<file path="src/rtl/fd_pipe_stage.sv">
`default_nettype none
// ============================================================================
// Module   : fd_pipe_stage
// Brief    : Fetch/decode pipeline register with a two-entry skid buffer,
//            registered in_ready, synchronous flush and NOP bubble output.
//            Optional stall counter enabled by defining FD_PIPE_STALL_CNT_EN.
// Revision : 1.0  initial release
// ============================================================================
module fd_pipe_stage #(
    parameter int          PC_WIDTH  = 12,
    parameter int          IR_WIDTH  = 32,
    parameter logic [31:0] NOP_INSN  = 32'h0000_0000,
    parameter int          CNT_WIDTH = 16
) (
    input  logic                clk,
    input  logic                clr,
    input  logic                flush,
    input  logic                in_valid,
    output logic                in_ready,
    input  logic [PC_WIDTH-1:0] in_pc,
    input  logic [IR_WIDTH-1:0] in_ir,
    output logic                out_valid,
    input  logic                out_ready,
    output logic [PC_WIDTH-1:0] out_pc,
    output logic [IR_WIDTH-1:0] out_ir
`ifdef FD_PIPE_STALL_CNT_EN
    ,
    output logic [CNT_WIDTH-1:0] stall_cnt
`endif
);

    // NOP_INSN is zero-extended first so any IR_WIDTH can slice it safely
    localparam logic [IR_WIDTH+31:0] c_nop_ext = {{IR_WIDTH{1'b0}}, NOP_INSN};
    localparam logic [IR_WIDTH-1:0]  c_nop     = c_nop_ext[IR_WIDTH-1:0];

    logic                r_main_valid;
    logic [PC_WIDTH-1:0] r_main_pc;
    logic [IR_WIDTH-1:0] r_main_ir;
    logic                r_skid_valid;
    logic [PC_WIDTH-1:0] r_skid_pc;
    logic [IR_WIDTH-1:0] r_skid_ir;

    logic w_accept;
    logic w_issue;

    assign in_ready  = !r_skid_valid;
    assign w_accept  = in_valid & !r_skid_valid;
    assign w_issue   = r_main_valid & out_ready;

    assign out_valid = r_main_valid;
    assign out_pc    = r_main_valid ? r_main_pc : '0;
    assign out_ir    = r_main_valid ? r_main_ir : c_nop;

    // Occupancy is encoded directly by the two valid bits:
    // EMPTY = 00, ONE = main only, FULL = both. Skid-only never occurs.
    always_ff @(posedge clk or negedge clr) begin
        if (!clr) begin
            r_main_valid <= 1'b0;
            r_main_pc    <= '0;
            r_main_ir    <= c_nop;
            r_skid_valid <= 1'b0;
            r_skid_pc    <= '0;
            r_skid_ir    <= '0;
        end else if (flush) begin
            r_main_valid <= 1'b0;
            r_skid_valid <= 1'b0;
        end else if (!r_main_valid) begin
            if (w_accept) begin
                r_main_valid <= 1'b1;
                r_main_pc    <= in_pc;
                r_main_ir    <= in_ir;
            end
        end else if (!r_skid_valid) begin
            if (w_accept && w_issue) begin
                r_main_pc <= in_pc;
                r_main_ir <= in_ir;
            end else if (w_accept) begin
                r_skid_valid <= 1'b1;
                r_skid_pc    <= in_pc;
                r_skid_ir    <= in_ir;
            end else if (w_issue) begin
                r_main_valid <= 1'b0;
            end
        end else if (w_issue) begin
            r_main_pc    <= r_skid_pc;
            r_main_ir    <= r_skid_ir;
            r_skid_valid <= 1'b0;
        end
    end

`ifdef FD_PIPE_STALL_CNT_EN
    logic [CNT_WIDTH-1:0] r_stall_cnt;

    // Flush deliberately leaves the count alone; only clr clears it
    always_ff @(posedge clk or negedge clr) begin
        if (!clr) begin
            r_stall_cnt <= '0;
        end else if (r_main_valid && !out_ready && (r_stall_cnt != {CNT_WIDTH{1'b1}})) begin
            r_stall_cnt <= r_stall_cnt + 1'b1;
        end
    end

    assign stall_cnt = r_stall_cnt;
`else
    // CNT_WIDTH only sizes the stall counter; referenced here to keep it live
    if (CNT_WIDTH < 1) begin : g_cnt_width_unused
    end
`endif

endmodule
`default_nettype wire

</file>
<file path="config.mk">
export PLATFORM = sky130hd
export DESIGN_NAME = fd_pipe_stage
export DESIGN_NICKNAME = d
export VERILOG_FILES = /design/src/rtl/fd_pipe_stage.sv
export SDC_FILE = /design/constraint.sdc
export NUM_CORES = 1
export LEC_CHECK = 0
export ABC_CLOCK_PERIOD_IN_PS = 4100
export CAP_MARGIN = 40
export CORE_UTILIZATION = 54
export CTS_CLUSTER_DIAMETER = 120
export DETAILED_ROUTE_END_ITERATION = 12
export HOLD_SLACK_MARGIN = 0.12
export PLACE_DENSITY_LB_ADDON = 0.15
export SLEW_MARGIN = 20
export SYNTH_ARGS = -nofsm -noshare
export SYNTH_HDL_FRONTEND = slang
export SYNTH_SLANG_ARGS = --single-unit
</file>
<file path="constraint.sdc">
create_clock -name clk -period 4.1 [get_ports clk]
set_input_delay 0.41 -clock clk [delete_from_list [all_inputs] [get_ports clk]]
set_output_delay 0.41 -clock clk [all_outputs]
set_load 0.03 [all_outputs]
</file>
==> out/qor.txt, run 1 <==
==========================================================================================
Share of final-layout standard cells stronger than drive strength 1 .........        0.383
Setup TNS after final layout ................................................         0 ns
Cell-by-cell trace of the critical path ..................................... nand2_4 > a221oi_4 > buf_4 > mux2_2
Normalized max-slew margin ..................................................        0.447
Number of clock sinks .......................................................           90
Total number of yosys warnings ..............................................            0
Leak Pwr ....................................................................      2.28 nW
CP Max Fanout ...............................................................           45
WP data arrival .............................................................      3.42 ns
First drt pass iteration count ..............................................            4
Number of setup violations in the final report ..............................            0
Path type of the worst min-delay path ....................................... flop to flop
Commonest cells post-synth .................................................. 126 x sky130_fd_sc_hd__mux2_2, 90 x sky130_fd_sc_hd__dfrtp_1, 44 x sky130_fd_sc_hd__and2_1
Die Y-Extent ................................................................      90.4 um
Synthesized netlist cell count ..............................................          293
Input/output buffers ........................................................           94
Slew at the pin closest to its max-slew limit ...............................     0.829 ns
Num CTS Buffers .............................................................            9
Kind of cell adding the most delay to the critical path ..................... compound AO/OA/AOI/OAI gates
Minimum clock period ........................................................      3.19 ns
Final worst-path cycle share ................................................        0.779
Status ...................................................................... complete, no violations
Sequential element share of the synthesized area ............................        0.534
Data required time at the worst endpoint ....................................      4.33 ns
Ant diodes ..................................................................            0
Iter 0 DRT Violations .......................................................          122
Grt total ovfl ..............................................................            0
Number of synthesized flops with an enable pin ..............................            0
Pwr Total ...................................................................      2.46 mW
Number of top-level pins ....................................................           95
Critical Path Sink Type .....................................................         flop
Setup WS pre-CTS ............................................................     0.862 ns
Max-slew violation count ....................................................            0
Total track usage ...........................................................        0.213
Layout net count ............................................................          436
Routed wire per std cell ....................................................      16.4 um
Worst path bufs/invs ........................................................            1
Slack of the worst reg-to-reg path ..........................................      0.91 ns
Unique cell type count in the Yosys netlist .................................           15
Unrepaired setup endpoints after global routing .............................        false
Pin count of the biggest net entering global routing ........................           56
Max H-tree Level ............................................................            3
Cell area after synthesis ...................................................     4220 um2
Area growth, synth to finish ................................................        29.5%
Final critical-path setup slack .............................................     0.908 ns
Routed vias/inst ............................................................         5.32
Slowest-stage cell, CP ...................................................... sky130_fd_sc_hd__a221oi_4
Power per Cell Area .........................................................   451 nW/um2
Estimated wirelength of the detail-placed design ............................      5320 um
# fillers ...................................................................          501
Initial core utilization ....................................................        0.569
Clock edge transition at the registers on the reported setup and hold paths .      0.09 ns
Multi-input gate area in the final layout ...................................     1860 um2
Total wire length after detailed routing ....................................      8060 um
Synthesized Nets ............................................................          342
Cell type with the highest aggregate area in the netlist .................... sky130_fd_sc_hd__dfrtp_1
Most area-consuming cells after synthesis ................................... sky130_fd_sc_hd__dfrtp_1 53%, sky130_fd_sc_hd__mux2_2 34%, sky130_fd_sc_hd__and2_1 6.5%, sky130_fd_sc_hd__mux2_1 1.6%, sky130_fd_sc_hd__buf_6 1.1%
Classification of the worst setup path ...................................... flop to flop
Final core occ ..............................................................        0.737
# rows ......................................................................           31
Maximum ir drop on the vdd rail .............................................     0.266 mV
Max-capacitance violation count .............................................            0
Most repeated cell in the gate-level netlist after synthesis ................ sky130_fd_sc_hd__mux2_2
TritonCTS clock tree ........................................................        built
Area share of the largest cell type after synthesis .........................        0.534
Number of antenna violations at the first check in global routing ...........            0
Std-Cell Core Area ..........................................................     7410 um2
Width of the chip ...........................................................      90.4 um
Global-route wire length before repair ......................................    13,600 um
Synth Flop Type ............................................................. sky130_fd_sc_hd__dfrtp_1
Maximum count of clock buffers along a single path ..........................            2
Clock Tree Root ............................................................. sky130_fd_sc_hd__clkbuf_8
Register area ...............................................................     2250 um2
ANT nets after route ........................................................            0
Via count of the first global-routing pass ..................................        2,724
Final Wtd Congestion ........................................................        0.718
Delay of the slowest cell on the worst path .................................      0.88 ns
Highest clock rate ..........................................................      313 MHz
Clock latency at the later pin of the worst-skew pair .......................      0.35 ns
Synthesized area per cell ...................................................     14.4 um2
Die area ....................................................................     8170 um2
DR DRC count ................................................................            0
Total via count after detailed routing ......................................        2,612
Clk_skew ....................................................................    0.0105 ns
Count of final hold-check violations ........................................            0
Post-synthesis async set-or-reset flop share ................................         1.00
Sort of element at the start of the critical path ...........................         flop
Count of state elements after synthesis .....................................           90
==========================================================================================
==> logic make-up after synthesis <==
group / Yosys count / share of synthesized area
AND/OR/NAND/NOR: 47 / 0.0768
multiplexers: 132 / 0.352
buffers and inverters: 19 / 0.0255
flip-flops: 90 / 0.534
AO/OA/AOI/OAI: 5 / 0.0116
==> state kept, by name, indices dropped and copies added, names as in the netlist <==
signal        flops
r_skid_pc        12
r_main_ir        32
r_skid_valid      1
out_valid         1
r_skid_ir        32
r_main_pc        12
==> cells in the final DEF (no fill, tap or decap), types with 2 or more instances in the layout <==
cell / n
sky130_fd_sc_hd__mux2_1: 6
sky130_fd_sc_hd__clkbuf_8: 9
sky130_fd_sc_hd__clkdlybuf4s50_1: 93
sky130_fd_sc_hd__dfrtp_1: 90
sky130_fd_sc_hd__clkbuf_1: 2
sky130_fd_sc_hd__bufinv_16: 3
sky130_fd_sc_hd__inv_1: 2
sky130_fd_sc_hd__buf_4: 6
sky130_fd_sc_hd__a21oi_1: 2
sky130_fd_sc_hd__mux2_2: 126
sky130_fd_sc_hd__and2_1: 44
==> path summary, 6_finish.rpt <==
| path | from | endpoint | cells past startpoint |
|---|---|---|---|
| worst max register to register | out_valid$_DFF_PN0_ | r_main_ir[8]$_DFFE_PN0P_ | 4 |
| max in group asynchronous | clr | r_skid_ir[20]$_DFFE_PN0P_ | 3 |
| worst min-delay path | r_main_ir[15]$_DFFE_PN0P_ | r_main_ir[15]$_DFFE_PN0P_ | 1 |
| worst min register to register | r_main_ir[15]$_DFFE_PN0P_ | r_main_ir[15]$_DFFE_PN0P_ | 1 |
| min in group asynchronous | clr | r_skid_ir[27]$_DFFE_PN0P_ | 2 |
| worst max-delay path | out_valid$_DFF_PN0_ | r_main_ir[8]$_DFFE_PN0P_ | 4 |
==> power breakdown <==
group,switching [mW],leakage (nW),internal (mW)
Clock,0.292,0.114,0.405
Combinational,0.233,1.08,0.325
Sequential,0.105,1.08,1.10
==> layer usage <==
metal  part of all wire  global-route usage  up-vias  wire (um)
met1               0.44               0.278     1332       3570
met4              0.013              0.0806        0        102
met2               0.50               0.351       63       4050
li1                   -                   -     1208          -
met3              0.043              0.0429        9        344
met5                  0                   0        -          0
==> through the flow <==
step	area, um2	hold slack, ns	cells
floorplan	4220	0.114	293
global placement	5220	0.462	474
detailed placement	5220	0.470	474
CTS	5460	0.489	491
global route	5460	0.515	491
finish	5460	0.488	491
==> area by class of cell <==
cell class | instances | share of cell area
Clock buffer | 11 | 0.0240
Clock inverter | 5 | 0.0188
Inverter | 2 | 0.00137
Multi-Input combinational cell | 184 | 0.340
Sequential cell | 90 | 0.412
Tap cell | 99 | 0.0227
Timing Repair Buffer | 100 | 0.180
==> worst reg2reg max path, delay by kind of cell (launching register included) <==
kind                   cells  cell delay (ns)
and+or+nand+nor            1             0.59
AOI/OAI and AO/OA          1             0.88
DFF                        1             0.85
muxes                      1             0.37
buffers and inverters      1             0.40
==> what timing repair did <==
action,in CTS,in global routing
buffers inserted,0,0
hold endpoints to repair,3,0
endpoints found under the setup margin,0,0
resized for setup,0,0
hold buffers,1,0
(Power assumes the default switching activity.)
==> inputs of run 2 (changes only) <==
- ABC_CLOCK_PERIOD_IN_PS: 4100 -> 3300
- CORE_UTILIZATION: 54 -> 50
- clock period: 4.1 -> 3.3 ns (I/O delays scaled with it)
==> out/qor.txt, run 2 (same netlist as run 1, synthesis figures left out) <==
==========================================================================================
Status ...................................................................... complete, no violations   unchanged
Clock Tree Root ............................................................. sky130_fd_sc_hd__clkbuf_8   unchanged
Seq pwr share ...............................................................        0.502   was 0.491
Slack of the worst reg-to-reg path ..........................................      1.19 ns   was 0.91 ns
Sort of element at the start of the critical path ...........................         flop   unchanged
Setup TNS after final layout ................................................         0 ns   unchanged
Unrepaired setup endpoints after global routing .............................        false   unchanged
Path type of the worst min-delay path ....................................... flop to flop   unchanged
Total via count after detailed routing ......................................        2,577   was 2,612
Maximum count of clock buffers along a single path ..........................            2   unchanged
Max-capacitance violation count .............................................            0   unchanged
Std-Cell Core Area ..........................................................     8180 um2   was 7410 um2
Power per Cell Area .........................................................   546 nW/um2   was 451 nW/um2
Number of setup violations in the final report ..............................            0   unchanged
Largest registers ........................................................... r_main_ir: 32 flops, r_skid_ir: 32 flops   unchanged
Slew at the pin closest to its max-slew limit ...............................     0.620 ns   was 0.829 ns
Classification of the worst setup path ...................................... flop to output pin   was flop to flop
Total met2 wirelength after detailed routing ................................      3900 um   was 4050 um
Routed vias/inst ............................................................         5.14   was 5.32
Met3 Wirelength .............................................................       391 um   was 344 um
# rows ......................................................................           33   was 31
Total wire length after detailed routing ....................................      8030 um   was 8060 um
Final critical-path setup slack .............................................     0.776 ns   was 0.908 ns
Register area ...............................................................     2250 um2   unchanged
Num CTS Buffers .............................................................            9   unchanged
Area growth, synth to finish ................................................        29.8%   was 29.5%
Worst path bufs/invs ........................................................            2   was 1
Total track usage ...........................................................        0.205   was 0.213
Final worst-path cycle share ................................................        0.765
Data required time at the worst endpoint ....................................      2.97 ns   was 4.33 ns
First drt pass iteration count ..............................................            3   was 4
Input/output buffers ........................................................           94   unchanged
Minimum clock period ........................................................      2.52 ns
Via count of the first global-routing pass ..................................        2,810   was 2,724
Final Wtd Congestion ........................................................        0.714   was 0.718
Setup WS pre-CTS ............................................................      1.08 ns   was 0.862 ns
Share of total power in combinational logic .................................        0.231   was 0.226
Leak Pwr ....................................................................      2.28 nW   about the same
Number of clock sinks .......................................................           90   unchanged
Normalized max-slew margin ..................................................        0.587   was 0.447
Wire length the detailed router placed on met1 ..............................      3630 um   was 3570 um
CP Max Fanout ...............................................................           21   was 45
Count of cell instances traversed by the critical path ......................            3   was 4
Die area ....................................................................     8810 um2   was 8170 um2
Number of antenna violations at the first check in global routing ...........            0   unchanged
Delay of the slowest cell on the worst path .................................      0.68 ns   was 0.88 ns
Clk_skew ....................................................................    0.0101 ns   was 0.0105 ns
Worst hold-check slack ......................................................     0.483 ns   was 0.488 ns
Die Y-Extent ................................................................      93.9 um   was 90.4 um
DR DRC count ................................................................            0   unchanged
Clock latency at the later pin of the worst-skew pair .......................      0.35 ns   about the same
Highest routed layer ........................................................         met4   unchanged
Clock edge transition at the registers on the reported setup and hold paths .      0.08 ns   was 0.09 ns
Highest clock rate ..........................................................      396 MHz
Switching portion of total power ............................................        0.262   was 0.256
Global-route wire length before repair ......................................    13,700 um   was 13,600 um
Most common library cell in the layout ignoring fill and taps ............... sky130_fd_sc_hd__mux2_2   unchanged
Max-slew violation count ....................................................            0   unchanged
Kind of cell adding the most delay to the critical path ..................... buffers and inverters   was compound AO/OA/AOI/OAI gates
Width of the chip ...........................................................      93.9 um   was 90.4 um
Fraction of power consumed by the clock network .............................        0.267   was 0.283
Final core occ ..............................................................        0.670   was 0.737
Ant diodes ..................................................................            0   unchanged
Slowest-stage cell, CP ...................................................... sky130_fd_sc_hd__dfrtp_1   was sky130_fd_sc_hd__a221oi_4
Maximum ir drop on the vdd rail .............................................     0.282 mV   was 0.266 mV
Number of instances on the worst hold path ..................................            1   unchanged
Origin of the worst setup path .............................................. out_valid$_DFF_PN0_   unchanged
WP data arrival .............................................................      2.19 ns   was 3.42 ns
Cell-by-cell trace of the critical path ..................................... buf_4 > and2_1 > clkdlybuf4s50_1   was nand2_4 > a221oi_4 > buf_4 > mux2_2
# fillers ...................................................................          620   was 501
Pin count of the biggest net entering global routing ........................           45   was 56
TritonCTS clock tree ........................................................        built   unchanged
Net load switching power ....................................................     0.783 mW   was 0.630 mW
Internal power ..............................................................      2.21 mW   was 1.83 mW
Share of final-layout standard cells stronger than drive strength 1 .........        0.386   was 0.383
Routed wire per std cell ....................................................      16.0 um   was 16.4 um
Worst reg2reg path endpoint ................................................. r_skid_pc[1]$_DFFE_PN0P_   was r_main_ir[8]$_DFFE_PN0P_
Critical Path Sink Type .....................................................   output pin   was flop
Max H-tree Level ............................................................            3   unchanged
Multi-input gate area in the final layout ...................................     1860 um2   unchanged
Critical Path End ...........................................................   out_ir[18]   was r_main_ir[8]$_DFFE_PN0P_
Most used cells in the layout excluding fill and tap cells .................. 126 x sky130_fd_sc_hd__mux2_2, 93 x sky130_fd_sc_hd__clkdlybuf4s50_1, 90 x sky130_fd_sc_hd__dfrtp_1, 44 x sky130_fd_sc_hd__and2_1, 10 x sky130_fd_sc_hd__buf_4   was 126 x sky130_fd_sc_hd__mux2_2, 93 x sky130_fd_sc_hd__clkdlybuf4s50_1, 90 x sky130_fd_sc_hd__dfrtp_1, 44 x sky130_fd_sc_hd__and2_1, 9 x sky130_fd_sc_hd__clkbuf_8
Number of top-level pins ....................................................           95   unchanged
ANT nets after route ........................................................            0   unchanged
Grt total ovfl ..............................................................            0   unchanged
Iter 0 DRT Violations .......................................................           44   was 122
Number of cells on the worst reg-to-reg path ................................            4   unchanged
Initial core utilization ....................................................        0.516   was 0.569
Estimated wirelength of the detail-placed design ............................      5400 um   was 5320 um
Count of final hold-check violations ........................................            0   unchanged
Reg-to-reg startpoint ....................................................... out_valid$_DFF_PN0_   unchanged
Layout net count ............................................................          440   was 436
==========================================================================================
[run 2: cell types whose count changed in the layout (fill, tap and decap cells not counted), sizes merged]
cell and delta:
bufinv -1, clkbuf +1, buf +4
[run 2: area by class of cell]
cell class | count | area share
flip-flops and latches | 90 | 0.411
repair buffers | 104 | 0.185
well taps | 105 | 0.0240
clock inverters | 4 | 0.0139
inverters | 2 | 0.00137
clock buffers | 12 | 0.0247
multi-input cells | 184 | 0.339
[run 2: per-stage QoR]
stage	power (mW)	instance area [um2]	instances
2_1_floorplan	1.94	4220	293
3_5_place_dp	2.22	5260	484
3_3_place_gp	2.19	5260	484
4_1_cts	3.03	5480	501
5_1_grt	3.16	5480	501
6_report	2.99	5480	501
[run 2: per-layer routing]
metal,GRT usage,up-vias
met5,0,-
met4,0.0692,0
met3,0.0445,9
met2,0.341,58
met1,0.266,1288
li1,-,1222
[run 2: worst min path at each step]
stage / startpoint / endpoint / slack (ns)
floorplan: clr / out_valid$_DFF_PN0_ / 0.03
global placement: clr / r_skid_ir[25]$_DFFE_PN0P_ / 0.34
detailed placement: clr / r_main_ir[26]$_DFFE_PN0P_ / 0.34
CTS: r_main_ir[15]$_DFFE_PN0P_ / r_main_ir[15]$_DFFE_PN0P_ / 0.49
global route: r_main_ir[15]$_DFFE_PN0P_ / r_main_ir[15]$_DFFE_PN0P_ / 0.52
finish: r_main_ir[15]$_DFFE_PN0P_ / r_main_ir[15]$_DFFE_PN0P_ / 0.48
[run 2: power by group through the flow]
| stage | sequential [mW] | clock [mW] | combinational [mW] |
|---|---|---|---|
| after CTS | 1.50 | 0.824 | 0.704 |
| after global routing | 1.54 | 0.867 | 0.752 |
| after floorplan | 1.48 | 0 | 0.466 |
| final | 1.50 | 0.799 | 0.691 |
| after global placement | 1.51 | 0 | 0.680 |
| after detailed placement | 1.52 | 0 | 0.701 |
[run 2: repair_timing]
item	in CTS	in global routing
setup buffers	0	0
endpoints found under the setup margin	0	0
gates resized for setup	0	0
hold endpoints to repair	37	0
hold buffers	1	0
==> inputs of run 3 (changes only) <==
- ABC_CLOCK_PERIOD_IN_PS: 3300 -> 2400
- clock period: 3.3 -> 2.4 ns (I/O delays scaled with it)
==> out/qor.txt, run 3 (same netlist as run 1, synthesis figures left out) <==
==========================================================================================
Cell-by-cell trace of the critical path ..................................... buf_4 > and2_1 > clkdlybuf4s50_1   unchanged
Die area ....................................................................     8810 um2   unchanged
# fillers ...................................................................          643   was 620
Slack of the worst reg-to-reg path ..........................................      0.55 ns   was 1.19 ns
Slew at the pin closest to its max-slew limit ...............................     0.467 ns   was 0.620 ns
# rows ......................................................................           33   unchanged
Width of the chip ...........................................................      93.9 um   unchanged
Iter 0 DRT Violations .......................................................           87   was 44
Std-Cell Core Area ..........................................................     8180 um2   unchanged
Routed wire per std cell ....................................................      16.3 um   was 16.0 um
Ant diodes ..................................................................            0   unchanged
Clock latency at the later pin of the worst-skew pair .......................      0.35 ns   about the same
Data required time at the worst endpoint ....................................      2.16 ns   was 2.97 ns
Max-capacitance violation count .............................................            0   unchanged
Most common library cell in the layout ignoring fill and taps ............... sky130_fd_sc_hd__mux2_2   unchanged
Grt total ovfl ..............................................................            0   unchanged
Status ...................................................................... complete, no violations   unchanged
ANT nets after route ........................................................            0   unchanged
Clock edge transition at the registers on the reported setup and hold paths .      0.09 ns   was 0.08 ns
Number of setup violations in the final report ..............................            0   unchanged
Critical Path Sink Type .....................................................   output pin   unchanged
Total via count after detailed routing ......................................        2,602   was 2,577
Count of final hold-check violations ........................................            0   unchanged
Total track usage ...........................................................        0.199   was 0.205
Clock Tree Root ............................................................. sky130_fd_sc_hd__clkbuf_8   unchanged
Pwr Total ...................................................................      4.24 mW   was 2.99 mW
Normalized max-slew margin ..................................................        0.689   was 0.587
WP data arrival .............................................................      1.96 ns   was 2.19 ns
Global-route wire length before repair ......................................    13,400 um   was 13,700 um
Area growth, synth to finish ................................................        30.8%   was 29.8%
Number of cells on the worst reg-to-reg path ................................            4   unchanged
Most used cells in the layout excluding fill and tap cells .................. 126 x sky130_fd_sc_hd__mux2_2, 92 x sky130_fd_sc_hd__clkdlybuf4s50_1, 90 x sky130_fd_sc_hd__dfrtp_1, 44 x sky130_fd_sc_hd__and2_1   was 126 x sky130_fd_sc_hd__mux2_2, 93 x sky130_fd_sc_hd__clkdlybuf4s50_1, 90 x sky130_fd_sc_hd__dfrtp_1, 44 x sky130_fd_sc_hd__and2_1, 10 x sky130_fd_sc_hd__buf_4
Estimated wirelength of the detail-placed design ............................      5520 um   was 5400 um
Unrepaired setup endpoints after global routing .............................        false   unchanged
Number of top-level pins ....................................................           95   unchanged
Final worst-path cycle share ................................................        0.915
Highest clock rate ..........................................................      455 MHz
Input/output buffers ........................................................           94   unchanged
Maximum ir drop on the vdd rail .............................................     0.423 mV   was 0.282 mV
Classification of the worst setup path ...................................... flop to output pin   unchanged
CP Max Fanout ...............................................................           34   was 21
Power per Cell Area .........................................................   769 nW/um2   was 546 nW/um2
First drt pass iteration count ..............................................            4   was 3
Path type of the worst min-delay path ....................................... input port to async pin   was flop to flop
Largest registers ........................................................... r_main_ir: 32 flops, r_skid_ir: 32 flops   unchanged
Delay of the slowest cell on the worst path .................................      0.67 ns   was 0.68 ns
Layout net count ............................................................          440   unchanged
Clk_skew ....................................................................    0.0116 ns   was 0.0101 ns
Sort of element at the start of the critical path ...........................         flop   unchanged
Minimum clock period ........................................................      2.20 ns
Share of final-layout standard cells stronger than drive strength 1 .........        0.395   was 0.386
Slowest-stage cell, CP ...................................................... sky130_fd_sc_hd__clkdlybuf4s50_1   was sky130_fd_sc_hd__dfrtp_1
Die Y-Extent ................................................................      93.9 um   unchanged
Leak Pwr ....................................................................      2.31 nW   was 2.28 nW
Critical Path End ...........................................................    out_pc[0]   was out_ir[18]
Max H-tree Level ............................................................            3   unchanged
Pin count of the biggest net entering global routing ........................           58   was 45
Number of clock sinks .......................................................           90   unchanged
Post_cts resized ............................................................            0   unchanged
DR DRC count ................................................................            0   unchanged
Origin of the worst setup path .............................................. out_valid$_DFF_PN0_   unchanged
TritonCTS clock tree ........................................................        built   unchanged
Routed vias/inst ............................................................         5.20   was 5.14
Via count of the first global-routing pass ..................................        2,790   was 2,810
Max-slew violation count ....................................................            0   unchanged
Reg-to-reg startpoint ....................................................... r_skid_valid$_DFFE_PN0P_   was out_valid$_DFF_PN0_
Worst reg2reg path endpoint ................................................. r_main_ir[31]$_DFFE_PN0P_   was r_skid_pc[1]$_DFFE_PN0P_
Setup TNS after final layout ................................................         0 ns   unchanged
Total wire length after detailed routing ....................................      8150 um   was 8030 um
Num CTS Buffers .............................................................            9   unchanged
Initial core utilization ....................................................        0.516   unchanged
Final Wtd Congestion ........................................................        0.719   was 0.714
Maximum count of clock buffers along a single path ..........................            2   unchanged
Number of antenna violations at the first check in global routing ...........            0   unchanged
==========================================================================================
[run 3: cell types whose count changed in the layout (fill, tap and decap cells not counted), sizes merged]
| cell | delta |
|---|---|
| buf | +1 |
| bufinv | +1 |
| clkbuf | -2 |
| clkdlybuf4s50 | -1 |
[run 3: layout make-up]
class	instances	area, um2	area share
tap	105	131	0.0238
inverter	2	7.51	0.00136
timing repair buffer	104	1030	0.186
multi-input combinational	184	1860	0.337
clock inverter	5	103	0.0186
sequential	90	2250	0.408
clock buffer	10	138	0.0249
[run 3: how the worst min path moves through the flow]
stage / end / slack [ns] / cells after the start
2_1_floorplan: out_valid$_DFF_PN0_ / -0.06 / 0
3_3_place_gp: r_skid_ir[26]$_DFFE_PN0P_ / 0.23 / 1
3_5_place_dp: r_skid_ir[23]$_DFFE_PN0P_ / 0.22 / 1
4_1_cts: r_skid_ir[23]$_DFFE_PN0P_ / 0.39 / 2
5_1_grt: r_skid_ir[26]$_DFFE_PN0P_ / 0.41 / 2
6_report: r_skid_ir[26]$_DFFE_PN0P_ / 0.38 / 2
[run 3: metrics by stage]
stage	utilization	area, um2	setup WS (ns)	cells	hold WS [ns]
final	0.675	5520	0.205	500	0.380
after CTS	0.675	5520	0.151	500	0.388
after global placement	0.644	5270	0.325	484	0.227
after detailed placement	0.644	5270	0.273	484	0.225
after global routing	0.675	5520	0.0729	500	0.411
after floorplan	-	4220	0.517	293	-0.0556
[run 3: critical path, delay by kind of cell (launching register included)]
kind / cells / cell delay [ns]
flip-flops: 1 / 0.42
AND/OR/NAND/NOR: 1 / 0.20
buffers and inverters: 2 / 0.99
[run 3: power breakdown]
group	leakage [nW]	switching, mW	internal (mW)
registers	1.08	0.171	1.89
clock network	0.118	0.516	0.713
logic	1.10	0.400	0.558
[run 3: layer usage]
layer | GRT usage | vias up | share of wire
met2 | 0.321 | 62 | 0.48
met1 | 0.269 | 1314 | 0.46
li1 | - | 1212 | -
met3 | 0.0396 | 14 | 0.040
met4 | 0.0667 | 0 | 0.019
met5 | 0 | - | 0
[run 3: timing repair]
action / 4_1_cts / 5_1_grt
buffers inserted: 0 / 0
hold endpoints to repair: 33 / 0
hold buffers: 1 / 0
